<file path="src/rtl/gf2_poly_divider_if.sv">
// Handshake and operand/result bundle for the bit-serial GF(2) polynomial divider.
interface gf2_poly_divider_if #(
    parameter int unsigned N  = 233,
    parameter int unsigned DW = 2 * N
);
    logic          start;
    logic [DW-1:0] dividend;
    logic [N-1:0]  divisor;
    logic          busy;
    logic          done;
    logic          err;
    logic [DW-1:0] quotient;
    logic [N-1:0]  remainder;

    modport master (
        output start, dividend, divisor,
        input  busy, done, err, quotient, remainder
    );

    modport slave (
        input  start, dividend, divisor,
        output busy, done, err, quotient, remainder
    );
endinterface

</file>
<file path="src/rtl/gf2_poly_divider.sv">
// Bit-serial GF(2)[x] long divider: one dividend bit per cycle, MSB first.
// Produces quotient/remainder with a start/busy/done handshake; zero divisor flags err.
module gf2_poly_divider #(
    parameter int unsigned N  = 233,
    parameter int unsigned DW = 2 * N
) (
    input logic               clk,
    input logic               rst,
    gf2_poly_divider_if.slave bus
);
    localparam int unsigned IW = $clog2(N);
    localparam int unsigned CW = $clog2(DW);

    typedef enum logic {IDLE, RUN} state_t;

    state_t         state_q, state_nxt;
    logic [DW-1:0]  dvd_q, dvd_nxt;
    logic [N-1:0]   dvs_q, dvs_nxt;
    logic [IW-1:0]  d_q, d_nxt;
    logic [N-2:0]   r_q, r_nxt;
    logic [CW-1:0]  cnt_q, cnt_nxt;
    logic           busy_q, busy_nxt;
    logic           done_q, done_nxt;
    logic           err_q, err_nxt;
    logic [DW-1:0]  quot_q, quot_nxt;
    logic [N-1:0]   rem_q, rem_nxt;

    logic [IW-1:0]  lod;
    logic [N-1:0]   shifted;
    logic           qbit;
    logic [N-1:0]   r_step;

    // Leading-one detect on the incoming divisor (index of its highest set bit).
    always_comb begin
        lod = '0;
        for (int i = 0; i < N; i++) begin
            if (bus.divisor[i]) lod = IW'(i);
        end
    end

    // deg(R) < d <= N-1, so R fits in N-1 bits and the reduced step never sets bit N-1.
    assign shifted = {r_q, dvd_q[DW-1]};
    assign qbit    = shifted[d_q];
    assign r_step  = qbit ? (shifted ^ dvs_q) : shifted;

    // Quotient bits shift into the bottom of the dividend register as dividend bits leave the top.
    always_comb begin
        state_nxt = state_q;
        dvd_nxt   = dvd_q;
        dvs_nxt   = dvs_q;
        d_nxt     = d_q;
        r_nxt     = r_q;
        cnt_nxt   = cnt_q;
        busy_nxt  = busy_q;
        done_nxt  = 1'b0;
        err_nxt   = err_q;
        quot_nxt  = quot_q;
        rem_nxt   = rem_q;
        unique case (state_q)
            IDLE: begin
                if (bus.start) begin
                    dvd_nxt = bus.dividend;
                    dvs_nxt = bus.divisor;
                    d_nxt   = lod;
                    r_nxt   = '0;
                    cnt_nxt = CW'(DW - 1);
                    err_nxt = 1'b0;
                    if (bus.divisor == '0) begin
                        done_nxt = 1'b1;
                        err_nxt  = 1'b1;
                        quot_nxt = '0;
                        rem_nxt  = '0;
                    end else begin
                        busy_nxt  = 1'b1;
                        state_nxt = RUN;
                    end
                end
            end
            RUN: begin
                dvd_nxt = {dvd_q[DW-2:0], qbit};
                r_nxt   = r_step[N-2:0];
                if (cnt_q == '0) begin
                    state_nxt = IDLE;
                    busy_nxt  = 1'b0;
                    done_nxt  = 1'b1;
                    quot_nxt  = {dvd_q[DW-2:0], qbit};
                    rem_nxt   = r_step;
                end else begin
                    cnt_nxt = cnt_q - CW'(1);
                end
            end
            default: state_nxt = IDLE;
        endcase
    end

    always_ff @(posedge clk or posedge rst) begin
        if (rst) begin
            state_q <= IDLE;
            dvd_q   <= '0;
            dvs_q   <= '0;
            d_q     <= '0;
            r_q     <= '0;
            cnt_q   <= '0;
            busy_q  <= 1'b0;
            done_q  <= 1'b0;
            err_q   <= 1'b0;
            quot_q  <= '0;
            rem_q   <= '0;
        end else begin
            state_q <= state_nxt;
            dvd_q   <= dvd_nxt;
            dvs_q   <= dvs_nxt;
            d_q     <= d_nxt;
            r_q     <= r_nxt;
            cnt_q   <= cnt_nxt;
            busy_q  <= busy_nxt;
            done_q  <= done_nxt;
            err_q   <= err_nxt;
            quot_q  <= quot_nxt;
            rem_q   <= rem_nxt;
        end
    end

    assign bus.busy      = busy_q;
    assign bus.done      = done_q;
    assign bus.err       = err_q;
    assign bus.quotient  = quot_q;
    assign bus.remainder = rem_q;
endmodule

</file>
<file path="src/flat_wrapper.sv">
// flat-port wrapper written by rule: the top's interface ports become plain ports
module gf2_poly_divider_flat 
#(
    parameter int unsigned N  = 233,
    parameter int unsigned DW = 2 * N
)
  (clk, rst, bus_start, bus_dividend, bus_divisor, bus_busy, bus_done, bus_err, bus_quotient, bus_remainder);
  gf2_poly_divider_if #(.N(N), .DW(DW)) bus_i ();
  input logic clk;
  input logic rst;
  input wire logic [$bits(bus_i.start)-1:0] bus_start;
  input wire logic [$bits(bus_i.dividend)-1:0] bus_dividend;
  input wire logic [$bits(bus_i.divisor)-1:0] bus_divisor;
  output wire logic [$bits(bus_i.busy)-1:0] bus_busy;
  output wire logic [$bits(bus_i.done)-1:0] bus_done;
  output wire logic [$bits(bus_i.err)-1:0] bus_err;
  output wire logic [$bits(bus_i.quotient)-1:0] bus_quotient;
  output wire logic [$bits(bus_i.remainder)-1:0] bus_remainder;
  assign bus_i.start = bus_start;
  assign bus_i.dividend = bus_dividend;
  assign bus_i.divisor = bus_divisor;
  assign bus_busy = bus_i.busy;
  assign bus_done = bus_i.done;
  assign bus_err = bus_i.err;
  assign bus_quotient = bus_i.quotient;
  assign bus_remainder = bus_i.remainder;
  gf2_poly_divider #(.N(N), .DW(DW)) u_core (.clk(clk), .rst(rst), .bus(bus_i));
endmodule
</file>
<file path="config.mk">
export PLATFORM = sky130hd
export DESIGN_NAME = gf2_poly_divider_flat
export DESIGN_NICKNAME = d
export VERILOG_FILES = /design/src/rtl/gf2_poly_divider_if.sv /design/src/rtl/gf2_poly_divider.sv /design/src/flat_wrapper.sv
export SDC_FILE = /design/constraint.sdc
export NUM_CORES = 2
export LEC_CHECK = 0
export ABC_AREA = 0
export ABC_CLOCK_PERIOD_IN_PS = 127100
export BUFFER_PORTS_ARGS = -buffer_cell sky130_fd_sc_hd__buf_2
export CAP_MARGIN = 10
export CORE_AREA = 10 10 540 542
export CTS_CLUSTER_SIZE = 8
export DETAILED_ROUTE_END_ITERATION = 10
export DIE_AREA = 0 0 550 552
export PLACE_DENSITY = 0.46
export RECOVER_POWER = 100
export REMOVE_ABC_BUFFERS = 1
export SKIP_LAST_GASP = 1
export SYNTH_ARGS = -nofsm -noshare
export SYNTH_HDL_FRONTEND = slang
export SYNTH_SLANG_ARGS = --single-unit
export TNS_END_PERCENT = 10
</file>
<file path="constraint.sdc">
create_clock -name clk -period 127.1 [get_ports clk]
set_clock_uncertainty 0.2 [all_clocks]
set_input_delay 0 -clock clk [delete_from_list [all_inputs] [get_ports clk]]
set_output_delay 0 -clock clk [all_outputs]
set_load 0.01 [all_outputs]
</file>
# == Word level (Yosys, flattened, before mapping) ==
# Index checks and enable logic that the tools add are counted.
# classes
addsub,1
magnitude_cmp,1
eq_ne,5
n_mux,262
bitwise,2
reduce_logical,6
# ops
cell,n
2-to-1 mux 466 bit,4
one-hot mux 466 bit (2 select lines),2
2-to-1 mux 233 bit,4
2-to-1 mux 8 bit,105
one-hot mux 233 bit (2 select lines),1
one-hot mux 232 bit (2 select lines),1
2-to-1 mux 7 bit,64
zero test 233 bit,1
bitwise XOR 233 bit,1
2-to-1 mux 232 bit,1
2-to-1 mux 6 bit,32
2-to-1 mux 5 bit,16
2-to-1 mux 4 bit,8
2-to-1 mux 9 bit,2
one-hot mux 9 bit (2 select lines),1
2-to-1 mux 3 bit,4
2-to-1 mux 1 bit,11
zero test 9 bit,1
less-than comparator 8 x 9 -> 1 bit (second input constant),1
subtractor 9 x 1 -> 9 bit (second input constant),1
binary-select mux 1 bit (select 8 bit),1
!= test 2 bit (second input constant),4
one-hot mux 1 bit (2 select lines),3
AND reduction 3 bit,2
other kinds (4),6
# totals
reg_bits,1651
in_bits,702
out_inout_bits,702
elab_cells,288

# == Logic depth before layout (Yosys ltp) ==
# depth
word_depth,232
mapped_depth,14
ltp_nobuf,10

# == Worst setup path before layout ==
# No wires, ideal clock.
# synth_path
path_kind,register to register
start,reg u_core.d_q[0]
end,reg u_core.r_q[100]
setup_ns,0.128
arrival_time_ns,2.765
t_required_ns,126.772
slack_ns,124.007
path_stages_with_launch,13
path_buffers,5
synth_period_minus_slack_ns,3.093
cell_sequence,dfrtp_1 > buf_4 > buf_6 > mux4_2 > a311o_1 > a2111oi_2 > a211oi_1 > and2_1 > buf_2 > buf_6 > buf_6 > a221oi_2 > nand3_1
# synth_via
elab_chain_cells,4
# synth_lines
item,line_no,source
start: declaration,gf2_poly_divider.sv:19,"logic [IW-1:0] d_q, d_nxt;"
start signal: assignment,gf2_poly_divider.sv:113,d_q <= d_nxt;
binary-select mux 1 bit (select 8 bit),gf2_poly_divider.sv:43,assign qbit = shifted[d_q];
2-to-1 mux 1 bit (implied by the code),gf2_poly_divider.sv:43,
2-to-1 mux 233 bit,gf2_poly_divider.sv:44,assign r_step = qbit ? (shifted ^ dvs_q) : shifted;
one-hot mux 232 bit (2 select lines),gf2_poly_divider.sv:59,unique case (state_q)
end signal: assignment,gf2_poly_divider.sv:114,r_q <= r_nxt;
end: declaration,gf2_poly_divider.sv:20,"logic [N-2:0] r_q, r_nxt;"
# No other way between the ends. The select of a mux whose other input is x is not followed.
# A chain may end at the register's enable or synchronous reset.

# == Worst setup path after layout ==
# layout_path
start,reg u_core.state_q
end,"reg u_core.quot_q[226], in the netlist u_core.bus.quotient[226]"
# layout_via
elab_chain_cells,3
word_cells_on_any_way,6
classes_between,eq/ne (3); mux (1); bitwise (1); reduce/logical (1)
# layout_lines
item,line_no,source
start: declaration,gf2_poly_divider.sv:16,"state_t state_q, state_nxt;"
start signal: assignment,gf2_poly_divider.sv:110,state_q <= state_nxt;
inverter 1 bit (no line),n/a,
!= test 2 x 1 -> 1 bit (no line) / != test 2 bit (equally long branches),n/a,
AND reduction 3 bit (no line),n/a,
end signal: assignment,gf2_poly_divider.sv:119,quot_q <= quot_nxt;
end: declaration,gf2_poly_divider.sv:25,"logic [DW-1:0] quot_q, quot_nxt;"
# Parallel ways exist; a longest one is shown, timed or not.

==> flow_summary.toml <==
[status]
status = "finished with violations"
violations = "max-capacitance violations, max-slew violations"

[floorplanning]
die_h_microns = 552
dieArea_sq_um = 304000
core_region_area_sq_um = 281000
placementRows = 195
initial_core_util_pct = 30.3
die_w_microns = 550
pin_count = 1404

[power]
power.share.sequential_pct = 37.1
p_comb_share_pct = 37.2
power.density_nw_per_um2 = 19.6
p_switching_uw = 924
ir_worst_vdd_mv = 0.0350
internal-power_mw = 1.34
switching_share_pct = 40.8
clkPwrFrac_pct = 25.7
power.leakage_nw = 49.0

[worst_setup_path]
crit_path_end_kind = "register"
timing.critical_path.required_ns = 127.69
cp_max_fo = 226
worstSetupPathType = "reg2reg"
cp.arrival_ns = 19.95
crit_path_start_kind = "register"

[hold_path]
holdCritPathClass = "in2reg"

[placed_design]
placedCellCount = 13500
gp_congestion = 0.922
hpwlAfterDp_microns = 300000
pre_cts_slack_ns = 120.04
port_buffers = 1403

[routing]
drtPass1Iterations = 6
ant_nets = 0
viasPerCell = 5.52
dr_total_vias = 85000
routedWlPerCell_microns = 28.1
drcViolationCount = 0
routed_wl_microns = 432000
drt_iter0_drc = 7785

[grt]
overflow = 0
grtUsageMet2_pct = 43.6
top_usage_layer = "met2"
grt_use_met1_pct = 32.7
grt_max_degree = 227
grt_use_total_pct = 27.2
grt_pass1_wl_microns = 620000
grt.met3_usage_pct = 7.32
antenna_found_initial = 184
grt_pass1_vias = 84600

[synthesis]
synthesis.area_sq_um = 85000
yosysMostFrequentCell = "nand2_1"
ys_top_cells_by_count = "nand2_1 (1839), dfrtp_1 (1651), o21ai_0 (1019), clkbuf_1 (611), nand3_1 (494)"
synth_seq_area_share_pct = 48.6
synthTopCellsByArea = "dfrtp_1 (49%), nand2_1 (8.1%), o21ai_0 (6.0%)"
synth_top_area_share_pct = 48.6
yosysUniqueCellTypes = 66
syn_area_per_cell_sq_um = 9.47
synth_edf_count = 0
ys.flop_type = "dfrtp_1"
yosysWarnings = 0
synth.largest_area_cell = "dfrtp_1"
syn_inst = 8971
ys_ff_latch = 1651
async_flop_share_pct = 100

[flow_run]
maxCapViolCount = 58

[sta]
worst_slew_pin_slew_ns = 9.66
setup_viol = 0
slew_headroom_pct = -544
finalHoldViolations = 0
setup_ws_ns = 107.74
fin_crit_ns = 19.36
rsz0062_at_grt = "false"
timing.fmax_mhz = 51.7
finalCritPeriodShare_pct = 15.2
tns_ns = 0
drv_slew = 4532

[cts]
cts_resized = 0
cts_buffers = 233
post_cts_buffers = 0
clkTransAtPathRegs_ns = 0.06
cts-root-buf = "clkbuf_16"
clk_latency_ns = 0.93
clk_path_buf_depth = 4
cts.htree.levels = 4
clock-sinks = 1651
cts_tree = "done"

[cells_and_area]
fillCellCount = 27800
fin_nets = 12200
syn_to_final_growth_pct = 36.1
layout-drive-gt1-share_pct = 11.3
instances_no_fill = 15400
## registers in the layout, summed over array words and instances, names as in the netlist
name                  cells
u_core.bus.busy           1
u_core.bus.err            1
u_core.r_q              232
u_core.bus.remainder    233
u_core.cnt_q              9
u_core.state_q            1
u_core.bus.done           1
u_core.d_q                8
u_core.dvd_q            466
u_core.dvs_q            233
u_core.bus.quotient     466
## area by class of cell
cell class | instances | area (sq um) | area share (%)
inverters | 48 | 181 | 0.157
clock buffers | 254 | 6050 | 5.23
clock inverters | 14 | 263 | 0.227
multi-input cells | 6497 | 40300 | 34.8
flip-flops and latches | 1651 | 41300 | 35.7
diodes | 104 | 260 | 0.225
well taps | 3743 | 4680 | 4.05
repair buffers | 3079 | 22600 | 19.5
## routing by layer
metal,up-vias,share of wire (%)
met5,-,0.14
met4,104,7.2
met3,985,8.2
met2,3527,46
met1,42600,39
li1,37800,-
## cell families (layout without fill, tap and decap cells)
| kind of cell | Yosys count | in the layout | synth area share, % |
|---|---|---|---|
| AND/OR/NAND/NOR | 4045 | 4045 | 24.6 |
| AO/OA/AOI/OAI | 1912 | 1912 | 15.6 |
| flip-flops | 1651 | 1651 | 48.6 |
| buffers and inverters | 823 | 3395 | 4.00 |
| multiplexers | 537 | 537 | 7.08 |
| XOR/XNOR | 2 | 2 | 0.0206 |
| adder cells (fa/ha/maj) | 1 | 1 | 0.0147 |
| other | 0 | 104 | 0 |
## layout by cell type (no fill, tap or decap), drive strengths merged, types with 5 or more instances in the layout
cell         Yosys  final
nor4            73     73
mux4            51     51
dlygate4sd3      0   1563
nand3          494    494
clkbuf         611   1008
a211oi          11     11
nor3b          469    469
nor2           120    120
o21bai           9      9
a21oi           69     69
clkinv           0      7
mux2             5      5
o21a             5      5
nor3            45     45
inv             48     51
o21ai         1019   1019
o31ai           17     17
o211ai          10     10
buf            164    762
a2111oi          9      9
nor2b          247    247
nand2         1839   1839
nand4          480    480
or4              9      9
a221oi         235    235
diode            0    104
a22oi          481    481
a311o            5      5
a31oi            7      7
mux2i          481    481
dfrtp         1651   1651
or3             10     10
nand2b          10     10
and3b          232    232
## worst paths after layout
path,startpoint,to,slack [ns],cells after the start
worst max register to register,u_core.state_q,u_core.bus.quotient[226],107.74,5
worst max-delay path,u_core.state_q,u_core.bus.quotient[226],107.74,5
max in group asynchronous,rst,u_core.r_q[174],109.54,7
min in group asynchronous,rst,u_core.bus.quotient[456],1.96,4
worst min-delay path,bus_divisor[195],u_core.d_q[4],0.10,6
worst min register to register,u_core.bus.quotient[450],u_core.bus.quotient[450],0.27,2
## power by group through the flow
stage	Combinational, mW	Sequential [mW]	Clock [mW]
global route	0.913	0.858	0.615
detailed placement	0.784	0.836	0
CTS	0.840	0.830	0.596
finish	0.841	0.840	0.582
floorplan	0.603	0.822	0
global placement	0.768	0.835	0
## worst max-delay path: stages, from the launching register on
cell and delay (ns):
dfrtp_1 1.16, clkbuf_1 6.73, clkbuf_1 6.32, clkbuf_1 3.13
nand2_1 1.04, o21ai_0 0.43
## per-stage QoR
stage               util (%)  hold slack (ns)  instance area, sq um  total power, mW
floorplan                  -          -0.0946                 81800             1.42
global placement        33.7           0.0333                 94600             1.60
detailed placement      33.7           0.0362                 94700             1.62
CTS                     41.5          0.00520                117000             2.27
global route            41.2           0.0949                116000             2.39
finish                  41.2            0.103                116000             2.26
## what timing repair did
action	4_1_cts	5_1_grt
hold endpoints to repair	906	0
endpoints found under the setup margin	0	0
hold buffers	1563	0
No activity file was read; power rests on OpenSTA's default activity.
